### config.mk
export PLATFORM = sky130hd
export DESIGN_NAME = imem_loader
export DESIGN_NICKNAME = d
export VERILOG_FILES = /design/src/rtl/imem_loader.sv
export SDC_FILE = /design/constraint.sdc
export NUM_CORES = 1
export LEC_CHECK = 0
export CAP_MARGIN = 20
export CORE_ASPECT_RATIO = 1.5
export CORE_MARGIN = 2
export CORE_UTILIZATION = 52
export CTS_BUF_LIST = sky130_fd_sc_hd__clkbuf_16
export CTS_CLUSTER_DIAMETER = 30
export DETAILED_ROUTE_END_ITERATION = 6
export GPL_ROUTABILITY_DRIVEN = 1
export PLACE_DENSITY = 0.81
export SYNTH_ARGS = -nofsm -noshare
export SYNTH_HDL_FRONTEND = slang
export SYNTH_SLANG_ARGS = --single-unit
### constraint.sdc
create_clock -name clock -period 4.14 [get_ports clock]
set_clock_uncertainty 0.1 [all_clocks]
set_input_delay 0.621 -clock clock [delete_from_list [all_inputs] [get_ports clock]]
set_output_delay 0.621 -clock clock [all_outputs]
set_load 0.02 [all_outputs]
### src/rtl/imem_loader.sv
// Instruction-memory loader: packs a byte stream into little-endian 32-bit words
// and writes them at byte addresses 0, 4, 8, ... while holding the core in reset.
module imem_loader #(
    parameter int MEM_WORDS = 64
) (
    input  logic        clock,
    input  logic        reset,
    input  logic        start,
    input  logic [15:0] num_words,
    input  logic [7:0]  byte_in,
    input  logic        byte_valid,
    output logic        byte_ready,
    output logic        mem_we,
    output logic [31:0] mem_addr,
    output logic [31:0] mem_wdata,
    output logic        core_hold,
    output logic        busy,
    output logic        done,
    output logic        error,
    output logic [1:0]  fsm_state
);

    // Handshake: a byte transfers on a rising edge where byte_valid && byte_ready;
    // byte_ready is a registered function of state only and never looks at byte_valid.
    typedef enum logic [1:0] {
        IDLE    = 2'd0,
        COLLECT = 2'd1,
        WRITE   = 2'd2,
        DONE    = 2'd3
    } state_t;

    state_t      state;
    logic [31:0] word_q;
    logic [1:0]  idx;
    logic [15:0] count;
    logic [15:0] words_done;
    logic        count_ok;

    assign count_ok  = (num_words != 16'd0) && (num_words <= 16'(MEM_WORDS));
    assign mem_wdata = word_q;
    assign fsm_state = state;

    // Outputs are registered alongside the next state so they track state exactly.
    always_ff @(posedge clock or posedge reset) begin
        if (reset) begin
            state      <= IDLE;
            word_q     <= 32'd0;
            idx        <= 2'd0;
            count      <= 16'd0;
            words_done <= 16'd0;
            mem_addr   <= 32'd0;
            byte_ready <= 1'b0;
            mem_we     <= 1'b0;
            core_hold  <= 1'b0;
            busy       <= 1'b0;
            done       <= 1'b0;
            error      <= 1'b0;
        end else begin
            done   <= 1'b0;
            error  <= 1'b0;
            mem_we <= 1'b0;
            case (state)
                IDLE: begin
                    if (start) begin
                        if (count_ok) begin
                            count      <= num_words;
                            mem_addr   <= 32'd0;
                            idx        <= 2'd0;
                            words_done <= 16'd0;
                            state      <= COLLECT;
                            byte_ready <= 1'b1;
                            core_hold  <= 1'b1;
                            busy       <= 1'b1;
                        end else begin
                            error <= 1'b1;
                        end
                    end
                end
                COLLECT: begin
                    if (byte_valid && byte_ready) begin
                        word_q[{idx, 3'b000} +: 8] <= byte_in;
                        if (idx == 2'd3) begin
                            idx        <= 2'd0;
                            state      <= WRITE;
                            byte_ready <= 1'b0;
                            mem_we     <= 1'b1;
                        end else begin
                            idx <= idx + 2'd1;
                        end
                    end
                end
                WRITE: begin
                    words_done <= words_done + 16'd1;
                    if (words_done + 16'd1 == count) begin
                        state <= DONE;
                        done  <= 1'b1;
                    end else begin
                        mem_addr   <= mem_addr + 32'd4;
                        state      <= COLLECT;
                        byte_ready <= 1'b1;
                    end
                end
                DONE: begin
                    state     <= IDLE;
                    core_hold <= 1'b0;
                    busy      <= 1'b0;
                end
                default: state <= IDLE;
            endcase
        end
    end

endmodule

==> results by group <==
Route
  – Routed wl met2: 7330 um
  – Final ANT Viol Nets: 0
  – Drt pass-1 iters: 5
  – # DRC: 0
  – Total routed wirelength: 13800 um
  – Avg WL per Cell: 16.2 um
  – Met3 WL: 631 um
  – Top layer in use: met4
  – Initial DRC Count: 451
  – M1 WL: 5430 um
  – Total number of vias: 4986
  – DR vias/cell: 5.87

Timing
  – Final period util: 0.860
  – Slack of the critical path: 0.580 ns
  – Max Slew Vio Count: 0
  – Least-Margin Pin Slew: 0.897 ns
  – Setup TNS: 0 ns
  – Final setup fails: 0
  – Slew headroom: 0.402
  – Final Hold Viols: 0
  – RSZ-0062 raised after global routing: false
  – Min Tclk post-route: 3.56 ns
  – Max Fclk: 281 MHz

Critical path
  – CP required: 4.33 ns
  – CP arrival: 3.75 ns
  – Crit-path slowest cell: or3_1
  – CP max stage delay: 0.52 ns
  – Critical path type: register to register
  – CP max FO: 26
  – CP startpoint: words_done[0]
  – CP endpoint kind: register
  – Worst r2r src: words_done[0]
  – Startpoint types: register
  – Critical-path cell list: ha_1 -> nand3_1 -> or3_1 -> or3_4 -> a2111oi_4 -> nand4_4 -> buf_4 -> a211o_1 -> nand2_1

Clocking
  – # resized after CTS: 0
  – CTS Hold Buffers Added: 0
  – CTS tree: done
  – Clock Tree Buf Depth: 2
  – CTS Buf Count: 9
  – H-tree level count: 3
  – CTS sink cnt: 103
  – Postcts setup bufs: 0
  – Clk root buf: clkbuf_16
  – Worst skew pair latency: 0.35 ns
  – Clock Pin Slew Worst Setup and Hold Paths: 0.07 ns

Worst hold path
  – Worst min-delay path class: register to register
  – Hold Startpoint: mem_wdata[20]

Finish
  – Filler cells: 865
  – # diodes: 0
  – Net count, final: 736
  – Share of layout cells above drive strength 1: 0.0709
  – Design Area, Final: 6880 um2
  – P&R area growth vs syn: 23.4%
  – Post-layout util: 0.653
  – Non-Filler Instances: 849

Logic synthesis
  – Syn Inst Count: 620
  – Seq/Total Area, Yosys: 0.463
  – Mapped Area: 5570 um2
  – Post-Syn Area per Cell: 8.99 um2
  – Synthesis Warnings: 0
  – Ys flop type: dfrtp_1
  – Ys async rst share: 1.00
  – Netlist cell types: 62
  – EDFF count, synth: 0
  – Yosys reg bits: 103

Place
  – Placed cell count: 833
  – I/O Buffers: 97
  – Gpl congestion: 0.871
  – Setup WS pre-CTS: 0.356 ns
  – Area after DPL: 6600 um2
  – Post-DP HPWL: 10200 um

Run
  – Maximum Capacitance Violations: 0

Global routing
  – Largest net degree at the start of global routing: 73
  – Vias in the first global route: 4775
  – Initial antenna violation count: 0
  – Overall Global Routing Usage: 0.249
  – GRT Residual Overflow: 0
  – First-pass GRT wire length: 22600 um

Power and ir drop
  – Worst VDD drop: 0.200 mV
  – Lkg Pwr: 0.00296 uW
  – Power per standard cell area: 272 nW/um2

Die
  – Die Ht: 131 um
  – Chip width: 88.5 um
  – Io pins: 100
  – Die area: 11600 um2
  – Starting density of the core: 0.529
  – Cell Rows: 46
  – Core Area: 10500 um2

Status
  – Status: finished, final reports clean
metrics by stage:
step,total power [uW],hold slack [ns]
2_1_floorplan,1050,0.371
3_3_place_gp,1080,0.363
3_5_place_dp,1090,0.369
4_1_cts,1880,0.385
5_1_grt,1910,0.413
6_report,1870,0.379
sequential cells by signal, indices dropped and copies added (netlist names):
register    cells
idx             2
busy            1
byte_ready      1
count          16
mem_wdata      32
mem_we          1
mem_addr       30
words_done     16
fsm_state       2
done            1
error           1
cells in the mapped netlist, types with 4 or more instances:
library cell / n / share of area
a211o_1: 14 / 0.022
a21oi_1: 9 / 0.0081
and2_1: 16 / 0.018
and3_1: 10 / 0.011
buf_2: 6 / 0.0054
buf_4: 7 / 0.0094
clkbuf_1: 19 / 0.013
dfrtp_1: 103 / 0.46
ha_1: 8 / 0.018
inv_1: 23 / 0.015
mux2_2: 11 / 0.022
nand2_1: 118 / 0.079
nand2b_1: 6 / 0.0067
nand3_1: 18 / 0.016
nand4_1: 32 / 0.036
nor2_1: 34 / 0.023
nor3_1: 11 / 0.0099
nor4_1: 10 / 0.011
o21ai_0: 60 / 0.054
o21ai_1: 6 / 0.0054
o31ai_1: 5 / 0.0067
or3_1: 12 / 0.013
or4_1: 5 / 0.0067
xnor2_1: 21 / 0.033
xor2_1: 4 / 0.0063
area by class of cell:
class                           instances  area, um2  area share
Multi-Input combinational cell        457       2710       0.394
Sequential cell                       103       2580       0.375
Timing Repair Buffer                  106       1040       0.151
Clock buffer                            9        225      0.0328
Tap cell                              144        180      0.0262
Inverter                               23       88.8      0.0129
Clock inverter                          7       53.8     0.00782
logic make-up after synthesis:
family | Yosys count | synth area share
XOR/XNOR | 25 | 0.0393
flip-flops | 103 | 0.463
adder cells (fa/ha/maj) | 8 | 0.0180
AND/OR/NAND/NOR | 291 | 0.266
AO/OA/AOI/OAI | 117 | 0.135
buffers and inverters | 61 | 0.0514
multiplexers | 14 | 0.0278
other | 1 | 0.000673
cells in the final DEF, fill, tap and decap left out, types with 2 or more instances in the layout:
master             n
xnor2_1           21
a21oi_1            9
or2_2              3
inv_1             22
a211o_1           14
dfrtp_1          103
o311ai_0           2
inv_6              3
nand3_1           18
buf_4              9
and2_1            16
clkinvlp_4         2
and4_1             3
o211ai_1           2
nand2_1          118
ha_1               8
o41ai_1            3
nor3_1            11
and3_1            10
nor2b_1            2
xor2_1             4
o21ai_1            6
o31ai_1            5
o21ai_0           60
nand2b_1           6
clkdlybuf4s50_1   97
mux2i_1            2
conb_1             2
or3_1             12
nor2_1            34
nand4_1           32
a22o_1             3
clkbuf_16          9
nor4_1            10
mux2_2            11
or4_1              5
per-layer routing:
| layer | up-vias | track usage |
|---|---|---|
| li1 | 2344 | - |
| met1 | 2442 | 0.290 |
| met2 | 171 | 0.448 |
| met3 | 29 | 0.0264 |
| met4 | 0 | 0.122 |
| met5 | - | 0 |
power by group:
| group | leakage [uW] | switching (uW) | internal (uW) |
|---|---|---|---|
| Clock | 0.000130 | 389 | 413 |
| Combinational | 0.00155 | 34.0 | 26.0 |
| Sequential | 0.00128 | 0.0183 | 1010 |
| Total | 0.00296 | 423 | 1440 |
worst max-delay path: cells and delay by family, from the launching register on:
kind | cells | cell delay [ns]
flip-flops | 1 | 0.45
AND/OR/NAND/NOR | 5 | 1.63
buffers and inverters | 1 | 0.33
adder cells (fa/ha/maj) | 1 | 0.28
AO/OA/AOI/OAI | 2 | 0.71
worst paths after layout:
kind                       depth (start not counted)  slack [ns]            end
max                                                9        0.58   mem_addr[28]
min                                                2        0.38  mem_wdata[20]
max reg2reg                                        9        0.58   mem_addr[28]
min reg2reg                                        2        0.38  mem_wdata[20]
max in group asynchronous                          3        2.47   mem_wdata[8]
min in group asynchronous                          2        0.69       count[0]
Note: power is estimated with default switching activity, not from simulation.
